<file path="src/rtl/uart_rx_if.sv">
`default_nettype none
// ============================================================================
// Module   : uart_rx_if
// Desc     : Serial input, parity mode and received-word bundle for uart_rx.
// Revision : 1.0 - initial release
// ============================================================================
interface uart_rx_if #(
    parameter int DATA_WIDTH = 8
);
    logic                  rx_in;
    logic [31:0]           parity_type;
    logic [DATA_WIDTH-1:0] data_out;
    logic                  data_valid;
    logic                  parity_err;
    logic                  frame_err;
    logic                  busy;

    modport master (
        output rx_in, parity_type,
        input  data_out, data_valid, parity_err, frame_err, busy
    );

    modport slave (
        input  rx_in, parity_type,
        output data_out, data_valid, parity_err, frame_err, busy
    );
endinterface
`default_nettype wire

</file>
<file path="src/rtl/uart_rx.sv">
`default_nettype none
// ============================================================================
// Module   : uart_rx
// Desc     : Oversampling UART receiver, LSB first, optional parity, stop check.
// Revision : 1.0 - initial release
// ============================================================================
module uart_rx #(
    parameter int DATA_WIDTH   = 8,
    parameter int CLKS_PER_BIT = 868
) (
    input  logic     clk,
    input  logic     rst,
    uart_rx_if.slave bus
);
    localparam int c_CNT_W = $clog2(CLKS_PER_BIT);
    localparam int c_BIT_W = $clog2(DATA_WIDTH + 1);
    localparam logic [c_CNT_W-1:0] c_HALF_M1  = c_CNT_W'(CLKS_PER_BIT / 2 - 1);
    localparam logic [c_CNT_W-1:0] c_FULL_M1  = c_CNT_W'(CLKS_PER_BIT - 1);
    localparam logic [c_BIT_W-1:0] c_LAST_BIT = c_BIT_W'(DATA_WIDTH - 1);

    localparam logic [2:0] c_PAR_NONE  = 3'd0;
    localparam logic [2:0] c_PAR_EVEN  = 3'd1;
    localparam logic [2:0] c_PAR_ODD   = 3'd2;
    localparam logic [2:0] c_PAR_MARK  = 3'd3;
    localparam logic [2:0] c_PAR_SPACE = 3'd4;

    typedef enum logic [2:0] {
        S_IDLE   = 3'd0,
        S_START  = 3'd1,
        S_DATA   = 3'd2,
        S_PARITY = 3'd3,
        S_STOP   = 3'd4,
        S_BREAK  = 3'd5
    } state_t;

    state_t                r_state;
    state_t                w_state_next;
    logic                  r_rx_meta;
    logic                  r_rx_s;
    logic [c_CNT_W-1:0]    r_cnt;
    logic [c_BIT_W-1:0]    r_bit_cnt;
    logic [2:0]            r_par_mode;
    logic [DATA_WIDTH-1:0] r_shreg;
    logic [DATA_WIDTH-1:0] r_data;
    logic                  r_perr;
    logic                  r_valid;
    logic                  r_parity_err;
    logic                  r_frame_err;
    logic                  w_tick;
    logic                  w_par_exp;
    logic [2:0]            w_par_mode;

    // Out-of-range parity codes collapse to "none" before latching.
    assign w_par_mode = (bus.parity_type <= 32'd4) ? bus.parity_type[2:0] : c_PAR_NONE;
    assign w_tick     = (r_cnt == '0);

    always_comb begin
        w_par_exp = 1'b0;
        case (r_par_mode)
            c_PAR_EVEN:  w_par_exp = ^r_shreg;
            c_PAR_ODD:   w_par_exp = ~^r_shreg;
            c_PAR_MARK:  w_par_exp = 1'b1;
            c_PAR_SPACE: w_par_exp = 1'b0;
            default:     w_par_exp = 1'b0;
        endcase
    end

    always_ff @(posedge clk or posedge rst) begin
        if (rst) begin
            r_state <= S_IDLE;
        end else begin
            r_state <= w_state_next;
        end
    end

    always_comb begin
        w_state_next = r_state;
        case (r_state)
            S_IDLE:   if (!r_rx_s) w_state_next = S_START;
            S_START:  if (w_tick) w_state_next = r_rx_s ? S_IDLE : S_DATA;
            S_DATA:   if (w_tick && (r_bit_cnt == c_LAST_BIT))
                          w_state_next = (r_par_mode != c_PAR_NONE) ? S_PARITY : S_STOP;
            S_PARITY: if (w_tick) w_state_next = S_STOP;
            // Leaving mid stop bit lets the next start edge be caught without a gap.
            S_STOP:   if (w_tick) w_state_next = r_rx_s ? S_IDLE : S_BREAK;
            S_BREAK:  if (r_rx_s) w_state_next = S_IDLE;
            default:  w_state_next = S_IDLE;
        endcase
    end

    always_ff @(posedge clk or posedge rst) begin
        if (rst) begin
            r_rx_meta    <= 1'b1;
            r_rx_s       <= 1'b1;
            r_cnt        <= '0;
            r_bit_cnt    <= '0;
            r_par_mode   <= c_PAR_NONE;
            r_shreg      <= '0;
            r_perr       <= 1'b0;
            r_data       <= '0;
            r_valid      <= 1'b0;
            r_parity_err <= 1'b0;
            r_frame_err  <= 1'b0;
        end else begin
            r_rx_meta <= bus.rx_in;
            r_rx_s    <= r_rx_meta;
            r_valid   <= 1'b0;

            // Counter sits at half a bit in IDLE so the first tick lands mid start bit.
            if (r_state == S_IDLE) begin
                r_cnt     <= c_HALF_M1;
                r_bit_cnt <= '0;
                if (!r_rx_s) begin
                    r_par_mode <= w_par_mode;
                    r_perr     <= 1'b0;
                end
            end else if (w_tick) begin
                r_cnt <= c_FULL_M1;
            end else begin
                r_cnt <= r_cnt - 1'b1;
            end

            if (w_tick) begin
                case (r_state)
                    S_DATA: begin
                        r_shreg   <= {r_rx_s, r_shreg[DATA_WIDTH-1:1]};
                        r_bit_cnt <= r_bit_cnt + 1'b1;
                    end
                    S_PARITY: r_perr <= (r_rx_s != w_par_exp);
                    S_STOP: begin
                        r_valid      <= 1'b1;
                        r_data       <= r_shreg;
                        r_parity_err <= r_perr;
                        r_frame_err  <= ~r_rx_s;
                    end
                    default: ;
                endcase
            end
        end
    end

    assign bus.data_out   = r_data;
    assign bus.data_valid = r_valid;
    assign bus.parity_err = r_parity_err;
    assign bus.frame_err  = r_frame_err;
    assign bus.busy       = (r_state != S_IDLE);
endmodule
`default_nettype wire

</file>
<file path="src/flat_wrapper.sv">
// flat-port wrapper written by rule: the top's interface ports become plain ports
module uart_rx_flat 
#(
    parameter int DATA_WIDTH   = 8,
    parameter int CLKS_PER_BIT = 868
)
  (clk, rst, bus_rx_in, bus_parity_type, bus_data_out, bus_data_valid, bus_parity_err, bus_frame_err, bus_busy);
  uart_rx_if #(.DATA_WIDTH(DATA_WIDTH)) bus_i ();
  input  logic clk;
  input  logic rst;
  input wire logic [$bits(bus_i.rx_in)-1:0] bus_rx_in;
  input wire logic [$bits(bus_i.parity_type)-1:0] bus_parity_type;
  output wire logic [$bits(bus_i.data_out)-1:0] bus_data_out;
  output wire logic [$bits(bus_i.data_valid)-1:0] bus_data_valid;
  output wire logic [$bits(bus_i.parity_err)-1:0] bus_parity_err;
  output wire logic [$bits(bus_i.frame_err)-1:0] bus_frame_err;
  output wire logic [$bits(bus_i.busy)-1:0] bus_busy;
  assign bus_i.rx_in = bus_rx_in;
  assign bus_i.parity_type = bus_parity_type;
  assign bus_data_out = bus_i.data_out;
  assign bus_data_valid = bus_i.data_valid;
  assign bus_parity_err = bus_i.parity_err;
  assign bus_frame_err = bus_i.frame_err;
  assign bus_busy = bus_i.busy;
  uart_rx #(.DATA_WIDTH(DATA_WIDTH), .CLKS_PER_BIT(CLKS_PER_BIT)) u_core (.clk(clk), .rst(rst), .bus(bus_i));
endmodule
</file>
<file path="config.mk">
export PLATFORM = sky130hd
export DESIGN_NAME = uart_rx_flat
export DESIGN_NICKNAME = d
export VERILOG_FILES = /design/src/rtl/uart_rx_if.sv /design/src/rtl/uart_rx.sv /design/src/flat_wrapper.sv
export SDC_FILE = /design/constraint.sdc
export NUM_CORES = 1
export LEC_CHECK = 0
export CORE_MARGIN = 5
export CORE_UTILIZATION = 49
export DETAILED_ROUTE_END_ITERATION = 6
export PLACE_DENSITY = 0.79
export SETUP_SLACK_MARGIN = 0.02
export SYNTH_ARGS = -nofsm -noshare
export SYNTH_HDL_FRONTEND = slang
export SYNTH_SLANG_ARGS = --single-unit
</file>
<file path="constraint.sdc">
create_clock -name clk -period 2.5 [get_ports clk]
set_input_delay 0.5 -clock clk [delete_from_list [all_inputs] [get_ports clk]]
set_output_delay 0.5 -clock clk [all_outputs]
set_load 0.005 [all_outputs]
</file>
# Yosys cells after proc, flatten, opt, wreduce, memory -nomap -nowiden
# Cells that the tools add are included.
dict set report op_classes {
  n_reduce_logical 11
  magnitude_cmp 1
  bitwise_logic 1
  n_eq_ne 16
  muxes 23
  addsub 2
}
# op count
set ops {}
lappend ops {{$le A32 B3 Y1 const B} 1}
lappend ops {{$mux W3} 9}
lappend ops {{$mux W10} 2}
lappend ops {{$pmux W3 S6} 1}
lappend ops {{$eq A3 B2 Y1 const B} 4}
lappend ops {{$mux W4} 3}
lappend ops {{$logic_not A10 Y1} 1}
lappend ops {{$ne A2 B1 Y1 const B} 5}
lappend ops {{$sub A10 B1 Y10 const B} 1}
lappend ops {{$reduce_xnor A8 Y1} 1}
lappend ops {{$reduce_xor A8 Y1} 1}
lappend ops {{$eq A3 B1 Y1 const B} 2}
lappend ops {{$eq A3 B3 Y1 const B} 2}
lappend ops {{$mux W1} 6}
lappend ops {{$reduce_and A2 Y1} 3}
lappend ops {{$reduce_and A6 Y1} 1}
lappend ops {{$reduce_bool A3 Y1} 2}
lappend ops {{$add A4 B1 Y4 const B} 1}
lappend ops {{$eq A4 B3 Y1 const B} 1}
lappend ops {{$logic_not A3 Y1} 1}
lappend ops {{$pmux W1 S3} 1}
lappend ops {{$mux W2} 1}
lappend ops {{$ne A2 B2 Y1 const B} 1}
lappend ops {{$logic_and A1 B1 Y1} 1}
lappend ops {{2 further kinds} 2}
dict set report word_totals {
  register_bits 42
  wordCells 66
  inputBits 35
  out_inout_bits 12
}

# Longest topological paths before layout
# Gate-level depths: netlist of the first run.
dict set report logic_depth {
  depth_word 5
  depth_mapped 8
  mapped_depth_nobuf 8
}

# Least setup slack after synthesis of the first run
# OpenSTA, ideal clock, no wires.
dict set report synth_timing {
  kind {register to register}
  from {reg u_core.r_cnt[2]}
  to {reg u_core.r_bit_cnt[3]}
  setup_ns 0.069
  period_less_slack_ns 2.014
  path_stages_with_launch 6
  n_path_buf 0
  t_arrival_ns 1.945
  path_slack_ns 0.486
  required_ns 2.431
  cell_sequence {dfrtp_1 or4_4 and4bb_4 nand4_1 or4b_1 nand3_1}
}
dict set report synth_between {
  elab_chain_cells 2
}
# element line
set synth_lines {}
lappend synth_lines {{start, declared} uart_rx.sv:40} ;# logic [c_CNT_W-1:0] r_cnt;
lappend synth_lines {{start signal, assigned} uart_rx.sv:111} ;# r_cnt <= c_HALF_M1;
lappend synth_lines {{start signal, assigned} uart_rx.sv:118} ;# r_cnt <= c_FULL_M1;
lappend synth_lines {{start signal, assigned} uart_rx.sv:120} ;# r_cnt <= r_cnt - 1'b1;
lappend synth_lines {{$logic_not A10 Y1} uart_rx.sv:55} ;# assign w_tick = (r_cnt == '0);
lappend synth_lines {{$mux W4} uart_rx.sv:123} ;# if (w_tick) begin
lappend synth_lines {{end signal, assigned} uart_rx.sv:127} ;# r_bit_cnt <= r_bit_cnt + 1'b1;
lappend synth_lines {{end, declared} uart_rx.sv:41} ;# logic [c_BIT_W-1:0] r_bit_cnt;
# Every way passes these cells.
# A chain may end at the register's enable or synchronous reset.

# Worst setup path after layout of the first run
dict set report layout_timing {
  from {reg u_core.r_state[2]}
  to {out bus_busy}
}
dict set report layout_between {
  elab_chain_cells 1
}
# element line
set layout_lines {}
lappend layout_lines {{start, declared} uart_rx.sv:36} ;# state_t r_state;
lappend layout_lines {{start signal, assigned} uart_rx.sv:72} ;# r_state <= w_state_next;
lappend layout_lines {{$reduce_bool A3 Y1} uart_rx.sv:146} ;# assign bus.busy = (r_state != S_IDLE);
lappend layout_lines {{end, declared} flat_wrapper.sv:17} ;# output wire logic [$bits(bus_i.busy)-1:0] bus_busy;
# Every way passes these cells.

==> results of run 1 <==
[cell usage after synthesis]
cell / count / area, µm²
ha_1: 3 / 37.5
a21oi_1: 3 / 15.0
nand3b_1: 2 / 15.0
nand4_1: 2 / 12.5
buf_2: 2 / 10.0
xor2_1: 2 / 17.5
xnor2_1: 12 / 105
mux2_2: 8 / 90.1
nor2_1: 11 / 41.3
clkinv_1: 1 / 3.75
and4bb_4: 1 / 16.3
or4_4: 1 / 11.3
a21o_1: 1 / 7.51
inv_1: 6 / 22.5
or4_1: 2 / 15.0
mux2i_1: 2 / 20.0
nand3_1: 8 / 40.0
nand2_1: 45 / 169
nor3_1: 8 / 40.0
o21ai_0: 14 / 70.1
dfrtp_1: 40 / 1000
nor2b_1: 2 / 12.5
or3_1: 1 / 6.26
a211oi_1: 1 / 7.51
o21a_1: 1 / 7.51
a311oi_1: 2 / 17.5
or2_2: 2 / 12.5
clkbuf_1: 4 / 15.0
or4b_1: 1 / 10.0
nand2b_1: 3 / 18.8
dfstp_2: 2 / 52.6
a22o_1: 1 / 8.76
a32oi_1: 1 / 8.76
nor4_1: 8 / 50.1
[final cells by class]
| cell class | count | area, µm² | share of cell area |
|---|---|---|---|
| flip-flops and latches | 42 | 1050 | 0.400 |
| multi-input cells | 148 | 883 | 0.335 |
| repair buffers | 51 | 498 | 0.189 |
| clock buffers | 6 | 72.6 | 0.0276 |
| well taps | 50 | 62.6 | 0.0238 |
| clock inverters | 2 | 37.5 | 0.0143 |
| inverters | 7 | 26.3 | 0.00998 |
[per-layer routing]
metal,up-vias,global-route usage
met3,7,0.0465
met2,55,0.275
met5,-,0
met4,0,0.0624
met1,754,0.189
li1,799,-
[metrics by stage]
| step | setup WS [ns] | cells | utilization |
|---|---|---|---|
| global placement | 0.368 | 298 | 0.635 |
| floorplan | 0.486 | 203 | - |
| detailed placement | 0.314 | 298 | 0.635 |
| finish | 0.128 | 306 | 0.663 |
| global route | 0.0354 | 306 | 0.663 |
| CTS | 0.126 | 306 | 0.663 |
[cell families after synthesis]
kind of cell | after synthesis | share of synthesized area
xor gates and xnor gates | 14 | 0.0617
adders and majority gates | 3 | 0.0189
muxes | 10 | 0.0554
DFF | 42 | 0.530
buffers and inverters | 13 | 0.0258
AOI/OAI and AO/OA | 24 | 0.0717
and+or+nand+nor | 97 | 0.237
[registers in the layout (all words and copies together), names as in the netlist]
register,cells
u_core.r_rx_meta,1
u_core.r_perr,1
u_core.r_bit_cnt,4
u_core.r_state,3
u_core.r_rx_s,1
u_core.bus.data_valid,1
u_core.r_par_mode,3
u_core.bus.data_out,8
u_core.bus.frame_err,1
u_core.r_cnt,10
u_core.r_shreg,8
u_core.bus.parity_err,1
[worst paths after layout]
kind                                          startpoint  slack, ns  cells after the start                                 end
max in group asynchronous                            rst       1.49                      3          u_core.r_rx_meta$_DFF_PP1_
max reg2reg                    u_core.r_cnt[2]$_DFF_PP0_       0.29                      5       u_core.r_bit_cnt[3]$_DFF_PP0_
max                        u_core.r_state[2]$_DFFE_PP0P_       0.13                      4                            bus_busy
min reg2reg                   u_core.r_rx_meta$_DFF_PP1_       0.36                      0             u_core.r_rx_s$_DFF_PP1_
min                           u_core.r_rx_meta$_DFF_PP1_       0.36                      0             u_core.r_rx_s$_DFF_PP1_
min in group asynchronous                            rst       0.65                      3  u_core.bus.data_out[1]$_DFFE_PP0P_
[power by group]
group          internal [µW]  switching (µW)
combinational           49.7            22.3
sequential               682            1.74
clock                    298             231
==> flow_summary.json, run 1 <==
{
  "final-setup-viol-count": 0,
  "m1WireLength_um": 1730,
  "overflow": 0,
  "clockRootBuffer": "clkbuf_8",
  "pin_count": 47,
  "route.met3.wl_um": 268,
  "grt_max_degree": 43,
  "antenna_cells": 0,
  "cts_setup_buffers": 0,
  "hp-class": "reg2reg",
  "ant_nets": 0,
  "design_area_um2": 2630,
  "cts_buffers": 5,
  "synth_area_um2": 1990,
  "insertion_delay_ns": 0.29,
  "worst_ep_required_time_ns": 2.00,
  "die_area_um2": 5430,
  "finalClockSkew_ns": 0.00481,
  "num_rows": 23,
  "grt_pass1_wl_um": 6690,
  "max_stage_delay_ns": 0.47,
  "synth.avg_cell_area_um2": 9.79,
  "n_fill_cell": 322,
  "path_buf_inv": 2,
  "ir_drop_uv": 241,
  "ctsHtreeMaxLevel": 2,
  "wire_per_inst_um": 12.8,
  "fmax_ghz": 0.422,
  "timing.final.crit_share": 0.949,
  "grt_pass1_vias": 1607,
  "topRoutingLayerUsed": "met4",
  "die_y_um": 73.7,
  "yosysSeqAreaShare": 0.530,
  "start_kind": "flop",
  "cts_tree": "done",
  "wirelength_um": 3910,
  "nets": 293,
  "timing.hold.ws_ns": 0.358,
  "syn-num-nets": 241,
  "viasPerCell": 5.28,
  "worst_setup_hold_path_clk_slew_ns": 0.08,
  "place_congestion": 0.764,
  "synthDistinctLibCells": 34,
  "rsz0062_at_grt": "no",
  "syn_inst": 203,
  "post-route-min-period_ns": 2.37,
  "cap_violations": 0,
  "final_cell_mix": "46 x clkdlybuf4s50_1, 45 x nand2_1, 40 x dfrtp_1, 14 x o21ai_0, 12 x xnor2_1",
  "vias": 1615,
  "crit_family": "buffers and inverters",
  "dr.pass1.iters": 4,
  "power.density_nw_per_um2": 488,
  "port_buffers": 46,
  "area_growth_pct": 32.5,
  "mostFrequentLayoutCell": "clkdlybuf4s50_1",
  "clockBufferDepth": 2,
  "slew_headroom": 0.667,
  "finalPower_uw": 1280,
  "worstMarginPinSlew_ns": 0.495,
  "design.core.area_um2": 3970,
  "cts_resized": 0,
  "dp_hpwl_um": 2990,
  "grt_usage": 0.161,
  "yosys_warnings": 0,
  "hold_viol_final": 0,
  "outcome": "finished, final reports clean",
  "drt_iter0_drc": 66,
  "critical_path.endpoint_type": "output port",
  "grt_antenna_before_repair": 0,
  "crit_chain": "or2_2 > nor2_1 > inv_1 > clkdlybuf4s50_1",
  "synth-seq-cells": 42,
  "maxSlewViolCount": 0,
  "dpl-instance-area_um2": 2520,
  "worstSetupPathType": "reg2out",
  "initial_core_util": 0.501,
  "p_leak_uw": 0.00117,
  "drc": 0,
  "wl_met2_um": 1850,
  "die_w_um": 73.7,
  "arrival_ns": 1.87,
  "clock-sinks": 42,
  "cts_hold_buf": 0,
  "drive_above_1_share": 0.102,
  "fin_tns_setup_ns": 0,
  "worst-path-max-fanout": 8,
  "slowest_stage": "clkdlybuf4s50_1"
}
(Power assumes the default switching activity.)
==> run 2: changes to the inputs <==
--- a/config.mk
+++ b/config.mk
@@ -5,11 +5,13 @@
 export SDC_FILE = /design/constraint.sdc
 export NUM_CORES = 1
 export LEC_CHECK = 0
+export ABC_AREA = 1
 export CORE_MARGIN = 5
-export CORE_UTILIZATION = 49
+export CORE_UTILIZATION = 51
 export DETAILED_ROUTE_END_ITERATION = 6
-export PLACE_DENSITY = 0.79
+export PLACE_DENSITY = 0.8
 export SETUP_SLACK_MARGIN = 0.02
+export SLEW_MARGIN = 20
 export SYNTH_ARGS = -nofsm -noshare
 export SYNTH_HDL_FRONTEND = slang
 export SYNTH_SLANG_ARGS = --single-unit
==> flow_summary.json, run 2 <==
{
  "wirelength_um": 4440,
  "r2r_slack_ns": 0.77,
  "dr.pass1.iters": 4,
  "nets": 360,
  "dp_hpwl_um": 3510,
  "grt_max_degree": 43,
  "worstMarginPinSlew_ns": 0.516,
  "cts_setup_buffers": 0,
  "insertion_delay_ns": 0.30,
  "yosys_warnings": 0,
  "grt_pass1_vias": 1815,
  "finalPower_uw": 1200,
  "fin_tns_setup_ns": 0,
  "synth_common_cells": "83 x nand2_1, 40 x dfrtp_1, 30 x inv_1",
  "worstSetupPathType": "reg2out",
  "final-setup-viol-count": 0,
  "ant_nets": 0,
  "post-route-min-period_ns": 2.15,
  "drive_above_1_share": 0.124,
  "vias": 1899,
  "r2r_end": "u_core.r_bit_cnt[0]$_DFF_PP0_",
  "hold_depth": 0,
  "r2r_cells": 9,
  "overflow": 0,
  "synth.top_cell.area_share": 0.447,
  "syn_inst": 271,
  "synth.avg_cell_area_um2": 8.27,
  "grt_antenna_before_repair": 0,
  "worst_ep_required_time_ns": 2.00,
  "clockBufferDepth": 2,
  "ir_drop_uv": 269,
  "slew_headroom": 0.656,
  "grt_pass1_wl_um": 7580,
  "wire_per_inst_um": 11.8,
  "layout.cells.non_filler": 375,
  "mostFrequentLayoutCell": "nand2_1",
  "cap_violations": 0,
  "critical_path.endpoint_type": "output port",
  "area_growth_pct": 26.3,
  "synth.most_common_cell": "nand2_1",
  "die_w_um": 76.3,
  "p_leak_uw": 0.00133,
  "design.core.area_um2": 4290,
  "top_register": "u_core.r_cnt",
  "grt_usage": 0.158,
  "clock-sinks": 42,
  "outcome": "finished, final reports clean",
  "drc": 0,
  "start_kind": "flop",
  "place_congestion": 0.895,
  "whs_endpoint": "u_core.r_rx_s$_DFF_PP1_",
  "hp-class": "reg2reg",
  "fmax_ghz": 0.465,
  "ctsHtreeMaxLevel": 2,
  "arrival_ns": 1.65,
  "maxSlewViolCount": 0,
  "cts_resized": 0,
  "clockRootBuffer": "clkbuf_8",
  "viasPerCell": 5.06,
  "place_inst": 367,
  "largest_register_ffs": 10,
  "ys.flop_type": "dfrtp_1",
  "num_rows": 24,
  "synthDistinctLibCells": 33,
  "syn-num-nets": 309,
  "final_cell_mix": "83 x nand2_1, 46 x clkdlybuf4s50_1, 40 x dfrtp_1, 30 x inv_1",
  "cts_buffers": 5,
  "die_y_um": 76.3,
  "synth-seq-cells": 42,
  "min_from": "u_core.r_rx_meta$_DFF_PP1_",
  "timing.final.crit_share": 0.860,
  "pin_count": 47,
  "worst-path-max-fanout": 8,
  "synth_edf_count": 0,
  "finalClockSkew_ns": 0.00871,
  "yosysSeqAreaShare": 0.470,
  "cts_tree": "done",
  "final_util": 0.659,
  "r2r-start": "u_core.r_cnt[2]$_DFF_PP0_",
  "port_buffers": 46,
  "antenna_cells": 0,
  "synth_top_cell_by_area": "dfrtp_1",
  "synthArstFlopShare": 1.00,
  "die_area_um2": 5820,
  "drt_iter0_drc": 82,
  "hold_viol_final": 0,
  "cts_hold_buf": 0,
  "initial_core_util": 0.522,
  "synth_area_leaders": "dfrtp_1 45%, nand2_1 14%, inv_1 5.0%, o21ai_2 4.7%, nand3_1 3.6%",
  "worst_setup_hold_path_clk_slew_ns": 0.08,
  "rsz0062_at_grt": "no",
  "power.density_nw_per_um2": 422,
  "synth_area_um2": 2240
}
run 2: worst max-delay path by stage:
stage	cells past startpoint	start	endpoint
after CTS	3	u_core.r_state[2]$_DFFE_PP0P_	bus_busy
final	3	u_core.r_state[2]$_DFFE_PP0P_	bus_busy
after global placement	6	bus_parity_type[10]	u_core.r_par_mode[2]$_DFFE_PP0P_
after global routing	3	u_core.r_state[2]$_DFFE_PP0P_	bus_busy
after floorplan	10	u_core.r_cnt[0]$_DFF_PP0_	u_core.r_cnt[8]$_DFF_PP0_
after detailed placement	3	u_core.r_state[2]$_DFFE_PP0P_	bus_busy
run 2: routing by layer:
metal	GRT usage	up-vias	routed length, µm
met5	0	-	0
met4	0.0752	0	76
met3	0.0366	5	233
met2	0.267	51	2160
met1	0.189	865	1970
li1	-	978	-
run 2: final cells by class:
| class | count | area (µm²) |
|---|---|---|
| clock buffers | 5 | 68.8 |
| multi-input cells | 192 | 1020 |
| fillers | 367 | 1460 |
| flip-flops and latches | 42 | 1050 |
| clock inverters | 3 | 21.3 |
| inverters | 34 | 129 |
| repair buffers | 47 | 468 |
| well taps | 52 | 65.1 |
run 2: cell families after synthesis:
kind of cell	after synthesis	synth area share
compound gates	41	0.123
simple gates	143	0.298
xor+xnor	5	0.0195
flops	42	0.470
fa+ha+maj	3	0.0168
buf+inv	37	0.0726
run 2: report_power, final:
group	leakage, µW	internal [µW]	switching [µW]
Clock	0.0000441	196	243
Combinational	0.000723	49.5	23.1
Sequential	0.000560	682	2.05
run 2: per-stage QoR:
stage | setup WS, ns | hold slack, ns | cell area, µm²
after global routing | 0.271 | 0.364 | 2830
after floorplan | 0.992 | 0.345 | 2240
after CTS | 0.350 | 0.363 | 2830
final | 0.350 | 0.361 | 2830
after global placement | 0.747 | 0.348 | 2740
after detailed placement | 0.699 | 0.351 | 2740
run 2: worst max-delay path, stage by stage, from the launching register on:
cell and delay (ns):
dfrtp_1 0.47, nor2_2 0.26, nand2_2 0.15, clkdlybuf4s50_1 0.47
